### src/rtl/jtag_host.sv
// Host-side JTAG driver: turns TAP_RESET / IR_SCAN / DR_SCAN / IDLE_CLOCKS commands
// into TCK/TMS/TDI waveforms and returns the TDO bits captured during the shift.
//
// state | meaning
// IDLE  | waiting for a command, tck held low
// PRE   | optional TAP reset prefix, then Run-Test/Idle -> Shift-xR (or idle ticks)
// SHIFT | one tick per data bit, tms=1 on the last bit (Exit1)
// POST  | Update-xR, Run-Test/Idle
// DONE  | one-cycle response, already able to accept the next command
module jtag_host #(
  parameter int MAX_LEN = 32,
  parameter int DIV     = 2,
  parameter int LEN_W   = $clog2(MAX_LEN + 1)
) (
  input  logic               clk,
  input  logic               rst,
  input  logic               cmd_valid,
  output logic               cmd_ready,
  input  logic [1:0]         cmd_op,
  input  logic [LEN_W-1:0]   cmd_len,
  input  logic [MAX_LEN-1:0] cmd_data,
  output logic               rsp_valid,
  output logic [MAX_LEN-1:0] rsp_data,
  output logic               tck,
  output logic               tms,
  output logic               tdi,
  input  logic               tdo,
  output logic               trstn
);

  localparam int CNT_W = LEN_W + 1;
  localparam int DIV_W = (DIV > 1) ? $clog2(DIV) : 1;
  localparam int IDX_W = (MAX_LEN > 1) ? $clog2(MAX_LEN) : 1;
  localparam int PAT_W = 10;

  localparam logic [DIV_W-1:0] PH_LOAD = DIV_W'(DIV - 1);
  localparam logic [LEN_W-1:0] LEN_MAX = LEN_W'(MAX_LEN);
  localparam logic [PAT_W-1:0] RST_PAT = PAT_W'(6'b01_1111);

  localparam logic [1:0] OP_RESET = 2'd0;
  localparam logic [1:0] OP_IR    = 2'd1;
  localparam logic [1:0] OP_DR    = 2'd2;
  localparam logic [1:0] OP_IDLE  = 2'd3;

  typedef enum logic [2:0] {IDLE, PRE, SHIFT, POST, DONE} state_t;

  state_t             state_q, state_n;
  logic [DIV_W-1:0]   cnt_q, cnt_n;
  logic               tck_q, tck_n;
  logic               tms_q, tms_n;
  logic               tdi_q, tdi_n;
  logic               trstn_q;
  logic [CNT_W-1:0]   seg_q, seg_n;
  logic [PAT_W-1:0]   pat_q, pat_n;
  logic [MAX_LEN-1:0] sdata_q, sdata_n;
  logic [IDX_W-1:0]   idx_q, idx_n;
  logic [MAX_LEN-1:0] cap_q, cap_n;
  logic [MAX_LEN-1:0] rsp_q, rsp_n;
  logic [1:0]         op_q, op_n;
  logic [LEN_W-1:0]   len_q, len_n;
  logic               rseq_q, rseq_n;
  logic               known_q, known_n;

  logic               accept;
  logic [LEN_W-1:0]   eff_len;
  logic               need_rst;
  logic [PAT_W-1:0]   base_pat, pat;
  logic [CNT_W-1:0]   base_cnt, pat_cnt;
  logic [MAX_LEN-1:0] sdata_sh;

  assign cmd_ready = trstn_q && (state_q == IDLE || state_q == DONE);
  assign rsp_valid = (state_q == DONE);
  assign rsp_data  = rsp_q;
  assign tck       = tck_q;
  assign tms       = tms_q;
  assign tdi       = tdi_q;
  assign trstn     = trstn_q;
  assign accept    = cmd_valid && cmd_ready;
  assign sdata_sh  = sdata_q >> 1;

  always_comb begin
    if (cmd_len == '0)
      eff_len = LEN_W'(1);
    else if (cmd_len > LEN_MAX)
      eff_len = LEN_MAX;
    else
      eff_len = cmd_len;
  end

  // Preamble TMS bits, LSB first; IDLE_CLOCKS just appends zeros past the pattern.
  always_comb begin
    need_rst = (cmd_op == OP_RESET) || !known_q;
    base_pat = '0;
    base_cnt = '0;
    case (cmd_op)
      OP_IR:   begin base_pat = PAT_W'(4'b0011); base_cnt = CNT_W'(4); end
      OP_DR:   begin base_pat = PAT_W'(3'b001);  base_cnt = CNT_W'(3); end
      OP_IDLE: begin base_pat = '0;              base_cnt = CNT_W'(eff_len); end
      default: begin base_pat = '0;              base_cnt = '0; end
    endcase
    if (need_rst) begin
      pat     = RST_PAT | (base_pat << 6);
      pat_cnt = CNT_W'(6) + base_cnt;
    end else begin
      pat     = base_pat;
      pat_cnt = base_cnt;
    end
  end

  always_comb begin
    state_n = state_q;
    cnt_n   = cnt_q;
    tck_n   = tck_q;
    tms_n   = tms_q;
    tdi_n   = tdi_q;
    seg_n   = seg_q;
    pat_n   = pat_q;
    sdata_n = sdata_q;
    idx_n   = idx_q;
    cap_n   = cap_q;
    rsp_n   = rsp_q;
    op_n    = op_q;
    len_n   = len_q;
    rseq_n  = rseq_q;
    known_n = known_q;

    case (state_q)
      IDLE, DONE: begin
        if (state_q == DONE)
          state_n = IDLE;
        if (accept) begin
          op_n    = cmd_op;
          len_n   = eff_len;
          sdata_n = cmd_data;
          cap_n   = '0;
          idx_n   = '0;
          tck_n   = 1'b0;
          tdi_n   = 1'b0;
          if (cmd_op == OP_IDLE && cmd_len == '0) begin
            state_n = DONE;
            rsp_n   = '0;
            rseq_n  = 1'b0;
          end else begin
            state_n = PRE;
            rseq_n  = need_rst;
            tms_n   = pat[0];
            pat_n   = pat >> 1;
            seg_n   = pat_cnt;
            cnt_n   = PH_LOAD;
          end
        end
      end

      default: begin
        if (cnt_q != '0) begin
          cnt_n = cnt_q - 1'b1;
        end else if (!tck_q) begin
          tck_n = 1'b1;
          cnt_n = PH_LOAD;
          if (state_q == SHIFT)
            cap_n[idx_q] = tdo;
        end else begin
          // End of a tick: this edge opens the next low phase, so tms/tdi may move.
          tck_n = 1'b0;
          cnt_n = PH_LOAD;
          case (state_q)
            PRE: begin
              if (seg_q == CNT_W'(1)) begin
                if (op_q == OP_RESET || op_q == OP_IDLE) begin
                  state_n = DONE;
                  rsp_n   = cap_q;
                  if (rseq_q)
                    known_n = 1'b1;
                end else begin
                  state_n = SHIFT;
                  tms_n   = (len_q == LEN_W'(1));
                  tdi_n   = sdata_q[0];
                  seg_n   = CNT_W'(len_q);
                end
              end else begin
                tms_n = pat_q[0];
                pat_n = pat_q >> 1;
                seg_n = seg_q - 1'b1;
              end
            end
            SHIFT: begin
              if (seg_q == CNT_W'(1)) begin
                state_n = POST;
                tms_n   = 1'b1;
                tdi_n   = 1'b0;
                seg_n   = CNT_W'(2);
              end else begin
                tms_n   = (seg_q == CNT_W'(2));
                tdi_n   = sdata_sh[0];
                sdata_n = sdata_sh;
                idx_n   = idx_q + 1'b1;
                seg_n   = seg_q - 1'b1;
              end
            end
            POST: begin
              if (seg_q == CNT_W'(1)) begin
                state_n = DONE;
                rsp_n   = cap_q;
                if (rseq_q)
                  known_n = 1'b1;
              end else begin
                tms_n = 1'b0;
                seg_n = seg_q - 1'b1;
              end
            end
            default: ;
          endcase
        end
      end
    endcase
  end

  always_ff @(posedge clk) begin
    if (rst) begin
      state_q <= IDLE;
      cnt_q   <= '0;
      tck_q   <= 1'b0;
      tms_q   <= 1'b1;
      tdi_q   <= 1'b0;
      trstn_q <= 1'b0;
      seg_q   <= '0;
      pat_q   <= '0;
      sdata_q <= '0;
      idx_q   <= '0;
      cap_q   <= '0;
      rsp_q   <= '0;
      op_q    <= '0;
      len_q   <= '0;
      rseq_q  <= 1'b0;
      known_q <= 1'b0;
    end else begin
      state_q <= state_n;
      cnt_q   <= cnt_n;
      tck_q   <= tck_n;
      tms_q   <= tms_n;
      tdi_q   <= tdi_n;
      trstn_q <= 1'b1;
      seg_q   <= seg_n;
      pat_q   <= pat_n;
      sdata_q <= sdata_n;
      idx_q   <= idx_n;
      cap_q   <= cap_n;
      rsp_q   <= rsp_n;
      op_q    <= op_n;
      len_q   <= len_n;
      rseq_q  <= rseq_n;
      known_q <= known_n;
    end
  end

endmodule

### config.mk
export PLATFORM = sky130hd
export DESIGN_NAME = jtag_host
export DESIGN_NICKNAME = d
export VERILOG_FILES = /design/src/rtl/jtag_host.sv
export SDC_FILE = /design/constraint.sdc
export NUM_CORES = 1
export LEC_CHECK = 0
export ABC_AREA = 1
export BUFFER_PORTS_ARGS = -buffer_cell sky130_fd_sc_hd__buf_4
export CORE_MARGIN = 1
export CORE_UTILIZATION = 50
export CTS_CLUSTER_DIAMETER = 120
export DETAILED_ROUTE_END_ITERATION = 7
export PLACE_DENSITY = 0.73
export SLEW_MARGIN = 20
export SYNTH_ARGS = -nofsm -noshare
export SYNTH_HDL_FRONTEND = slang
export SYNTH_SLANG_ARGS = --single-unit
### constraint.sdc
create_clock -name clk -period 1.6 [get_ports clk]
set_input_delay 0.24 -clock clk [delete_from_list [all_inputs] [get_ports clk]]
set_output_delay 0.24 -clock clk [all_outputs]
set_load 0.005 [all_outputs]
; ---- Word-level counts from Yosys, hierarchy flattened
; Index checks and enable logic that the tools add are counted.
[word_totals]
register_bits = 136
in_bits = 44
wordCells = 179
[op_classes]
addsub = 4
n_lt_le_gt_ge = 3
n_eq_ne = 28
n_mux = 95
n_bitwise = 2
reduce_logical = 31
[op_table]
columns = op, count
row1 = $mux W32, 19
row2 = $mux W10, 7
row3 = $mux W7, 10
row4 = $pmux W32 S2, 1
row5 = $bwmux W32, 1
row6 = $mux W1, 30
row7 = $mux W3, 10
row8 = $mux W5, 6
row9 = $pmux W7 S3, 1
row10 = $reduce_and A7 Y1, 3
row11 = $pmux W6 S3, 1
row12 = $mux W6, 2
row13 = $ne A2 B2 Y1 const B, 6
row14 = $ne A3 B3 Y1 const B, 4
row15 = $reduce_and A6 Y1, 2
row16 = $pmux W3 S3, 1
row17 = $mux W8, 1
row18 = $reduce_and A8 Y1, 1
row19 = $reduce_bool A2 Y1, 4
row20 = $add A3 B7 Y7 const A, 1
row21 = $eq A7 B1 Y1 const B, 1
row22 = $eq A7 B2 Y1 const B, 1
row23 = $sub A7 B1 Y7 const B, 1
row24 = $eq A2 B2 Y1 const B, 3
row25 = other kinds (31), 46

; ---- Depth between registers and ports, before layout
[depth]
word_depth = 9
depth_mapped = 13

; ---- Worst setup path after synthesis
; Ideal clock, no wire load.
[synth_path]
path_kind = flip-flop to flip-flop
start = register seg_q[1]
end = register rsp_q[31], in the netlist rsp_data[31]
arrival_ns = 1.463
slack_ns = 0.022
path_stages_with_launch = 13
path_buffers = 1
cell_sequence = dfxtp_1 > inv_1 > ha_1 > inv_1 > nor2_1 > nand2_2 > nand2_1 > nand2_1 > nor2_2 > nand2_4 > buf_2 > o21ai_0 > nor2_1
[synth_via]
elab_chain_len = 3
word_cells_on_any_way = 4
cone_classes = eq/ne (3) / reduce/logical (1)
[synth_rtl]
columns = item, line
row1 = from (decl), 53  ; logic [CNT_W-1:0] seg_q, seg_n;
row2 = from (signal assigned), 243  ; seg_q <= seg_n;
row3 = $eq A7 B1 Y1 (*), "168, 201"
row4 = $ne A3 B3 Y1 (no source line) / $ne A3 B2 Y1 (equally long branches), -
row5 = $reduce_and A8 Y1 (no source line) (*), -
row6 = to (signal assigned), 248  ; rsp_q <= rsp_n;
row7 = to (decl), 58  ; logic [MAX_LEN-1:0] rsp_q, rsp_n;
; Every way passes the cells marked *; elsewhere a longest branch is shown, timed or not.
; A chain may end at the register's enable or synchronous reset.

; ---- Worst setup path after layout
[layout_path]
start = register seg_q[1]
end = register sdata_q[28]
[layout_via]
elab_chain_len = 3
[layout_rtl]
columns = item, line
row1 = $eq A7 B1 Y1, 187  ; if (seg_q == CNT_W'(1)) begin
row2 = $ne A2 B1 Y1 (no source line), -
row3 = $reduce_and A5 Y1 (no source line), -
row4 = to (signal assigned), 245  ; sdata_q <= sdata_n;
row5 = to (decl), 55  ; logic [MAX_LEN-1:0] sdata_q, sdata_n;
; No other way between the ends.

==> reports/metrics.csv <==
metric,value,unit
Final Hold Vio Count,0,
vias,7504,
area fraction of the dominant cell type after synthesis,38.5,%
cell area after synthesis,6910,µm²
Final min period,1.68,ns
Startpoint Class,flip-flop,
synth warn,0,
worst hold path depth,3,
clk sinks,133,
worst-margin pin slew,0.433,ns
Cell variety after synth,33,
top area cells in the synthesized netlist,"dfxtp_1 (39%), nand2_1 (16%), nor2_1 (9.9%), a21oi_1 (6.4%), o21ai_0 (4.5%)",
die footprint,14300,µm²
"flops & latches, synth",133,
Reg power frac,25.5,%
clock tree buffer depth,2,
clk_lat worst skew,0.42,ns
number of nets still failing antenna checks after routing,0,
CTS Buf Count,17,
row count,42,
CTS tree,built,
Setup WS pre-CTS,-0.126,ns
multi-input logic area,3940,µm²
port buffer count,81,
gr usage total,26.2,%
initial antenna violation count,0,
Worst Reg-to-Reg Cells,13,
register area,2670,µm²
H-tree levels,4,
clk_skew,0.00491,ns
Post-Synthesis Mean Instance Area,6.47,µm²
Maximum Capacitance Violations,0,
Starting Density,51.8,%
first-pass detailed-route iteration total,5,
number of synthesized flops with an enable pin,0,
Layout Nets,1265,
Comb power frac,51.7,%
Async SR Flop Fraction,0,%
CP Class,reg -> reg,
Power Dens Cells,1870,nW/µm²
Pins Over Slew Limit,0,
Core Region,13300,µm²
Int Pwr,10900,µW
first-pass GRT wire length,30.6,mm
Wirelength per Cell,14.3,µm
CTS root buffer,clkbuf_16,
Final GP Congestion,0.877,
arrival time at the worst endpoint,2.02,ns
"Req. time, crit path",1.94,ns
clock slew at reported path FFs,0.06,ns
VDD IR-drop max,1.30,mV
DRT Wirelength,20.0,mm
die width,120,µm
Syn Inst Count,1068,
Area Overhead vs Synth,39.2,%
1st-iter DRT viols,769,
Leak,0.00404,µW
failing checks,setup timing,
Final Instance Area,9620,µm²
layout cells sized above 1,27.6,%
num ports,82,
placed cell areas,8270,µm²
sequential-to-total area share from yosys stat,38.5,%
vias in the first global route,6596,
max_slew headroom,71.1,%
total grt overflow,0,
clock network power share,22.8,%
status,finished with violations,
FMAX,596,MHz
drt drc,0,
final setup vio count,71,
top_reg_cell synth,dfxtp_1,
HPWL Detailed,11.9,mm
Vert. Die Dim,120,µm
Net Sw Power,7070,µW
CP endpoint kind,flip-flop,
Via-to-Cell Ratio,5.36,
Final Util,72.1,%
crit path max fanout,6,
Synthesized Nets,1123,
RSZ-0062 raised after global routing,yes,
largest net degree at the start of global routing,84,
fin crit share,105,%
Synth area leader,dfxtp_1,
fillcell total,1075,
Net Sw Frac,39.3,%
Final WS setup,-0.0770,ns
# diodes,0,
Hold/Removal Path Class,in -> reg,
[power groups by stage]
stage	clock network (µW)	logic (µW)	registers, µW
finish	4090	9290	4590
CTS	4110	7870	4550
global route	4250	10100	4670
global placement	0	7300	4570
floorplan	0	4570	4560
detailed placement	0	7380	4590
[cells by family after synthesis]
group                      synth area share (%)
AOI/OAI and AO/OA                          15.1
xor gates and xnor gates                  0.507
adders and majority gates                  1.99
buffers and inverters                      9.21
DFF                                        38.5
and+or+nand+nor                            34.7
[state kept, by name, summed over array words and instances (netlist names), 3 cells and up]
name      cells
sdata_q      32
idx_q         5
cap_q        32
seg_q         7
state_q       3
rsp_data     32
len_q         6
pat_q         7
[cell usage after synthesis, types with 9 or more instances]
cell type	number
a21oi_1	89
a31oi_1	16
buf_2	20
clkbuf_1	27
dfxtp_1	133
ha_1	11
inv_1	77
nand2_1	294
nand3_1	37
nand4_1	36
nor2_1	182
o211ai_1	9
o21ai_0	62
o21ai_1	15
[area by class of cell]
class	count	area share, %
Clock inverter	11	1.53
Multi-Input combinational cell	788	41.0
Sequential cell	133	27.8
Timing Repair Buffer	186	19.0
Clock buffer	21	4.89
Tap cell	176	2.29
Inverter	84	3.52
[critical path: stages (launching register included)]
cell	delay (ns)
dfxtp_2	0.33
inv_2	0.05
ha_4	0.15
inv_2	0.04
nor2_2	0.03
nand2_2	0.11
buf_6	0.13
nand2_4	0.04
nand2_2	0.08
nand3_4	0.14
inv_8	0.15
clkbuf_16	0.16
nand2_1	0.05
a21oi_1	0.14
[cells in the final DEF (no fill, tap or decap), types with 18 or more instances in the layout]
cell type  count
nand3_1       36
nand4_1       36
buf_4        153
nor2_2        22
a21oi_1       73
clkbuf_16     26
inv_1         68
nand2_2       22
o21ai_0       43
o21ai_2       18
nor2_1       165
nand2_1      275
dfxtp_1      128
[per-stage QoR]
| step | TNS, ns | std cells | hold slack [ns] | power, µW |
|---|---|---|---|---|
| final | -1.85 | 1399 | 0.0926 | 18000 |
| after global placement | -3.91 | 1348 | 0.451 | 11900 |
| after floorplan | 0 | 1068 | 0.388 | 9140 |
| after global routing | -10.18 | 1399 | 0.0971 | 19000 |
| after CTS | -0.0658 | 1385 | 0.0814 | 16500 |
| after detailed placement | -6.16 | 1348 | 0.453 | 12000 |
[path summary, 6_finish.rpt]
path | start | end | slack, ns
max | seg_q[1] | sdata_q[28] | -0.08
min | cmd_data[31] | sdata_q[31] | 0.09
max reg2reg | seg_q[1] | sdata_q[28] | -0.08
min reg2reg | sdata_q[21] | sdata_q[21] | 0.46
[repair_timing]
| action | CTS | global route |
|---|---|---|
| setup endpoints to repair | 97 | 101 |
| hold buffers | 0 | 0 |
| buffers inserted | 3 | 5 |
| pin swaps | 6 | 11 |
| cloned | 2 | 9 |
| hold endpoints to repair | 0 | 0 |
| resized for setup | 51 | 90 |
[routing by layer]
metal | global-route usage (%) | part of all wire (%)
met5 | 0 | 0
met4 | 8.91 | 2.1
met3 | 5.09 | 7.0
met2 | 41.7 | 47
met1 | 35.4 | 44
Note: power is estimated with default switching activity, not from simulation.
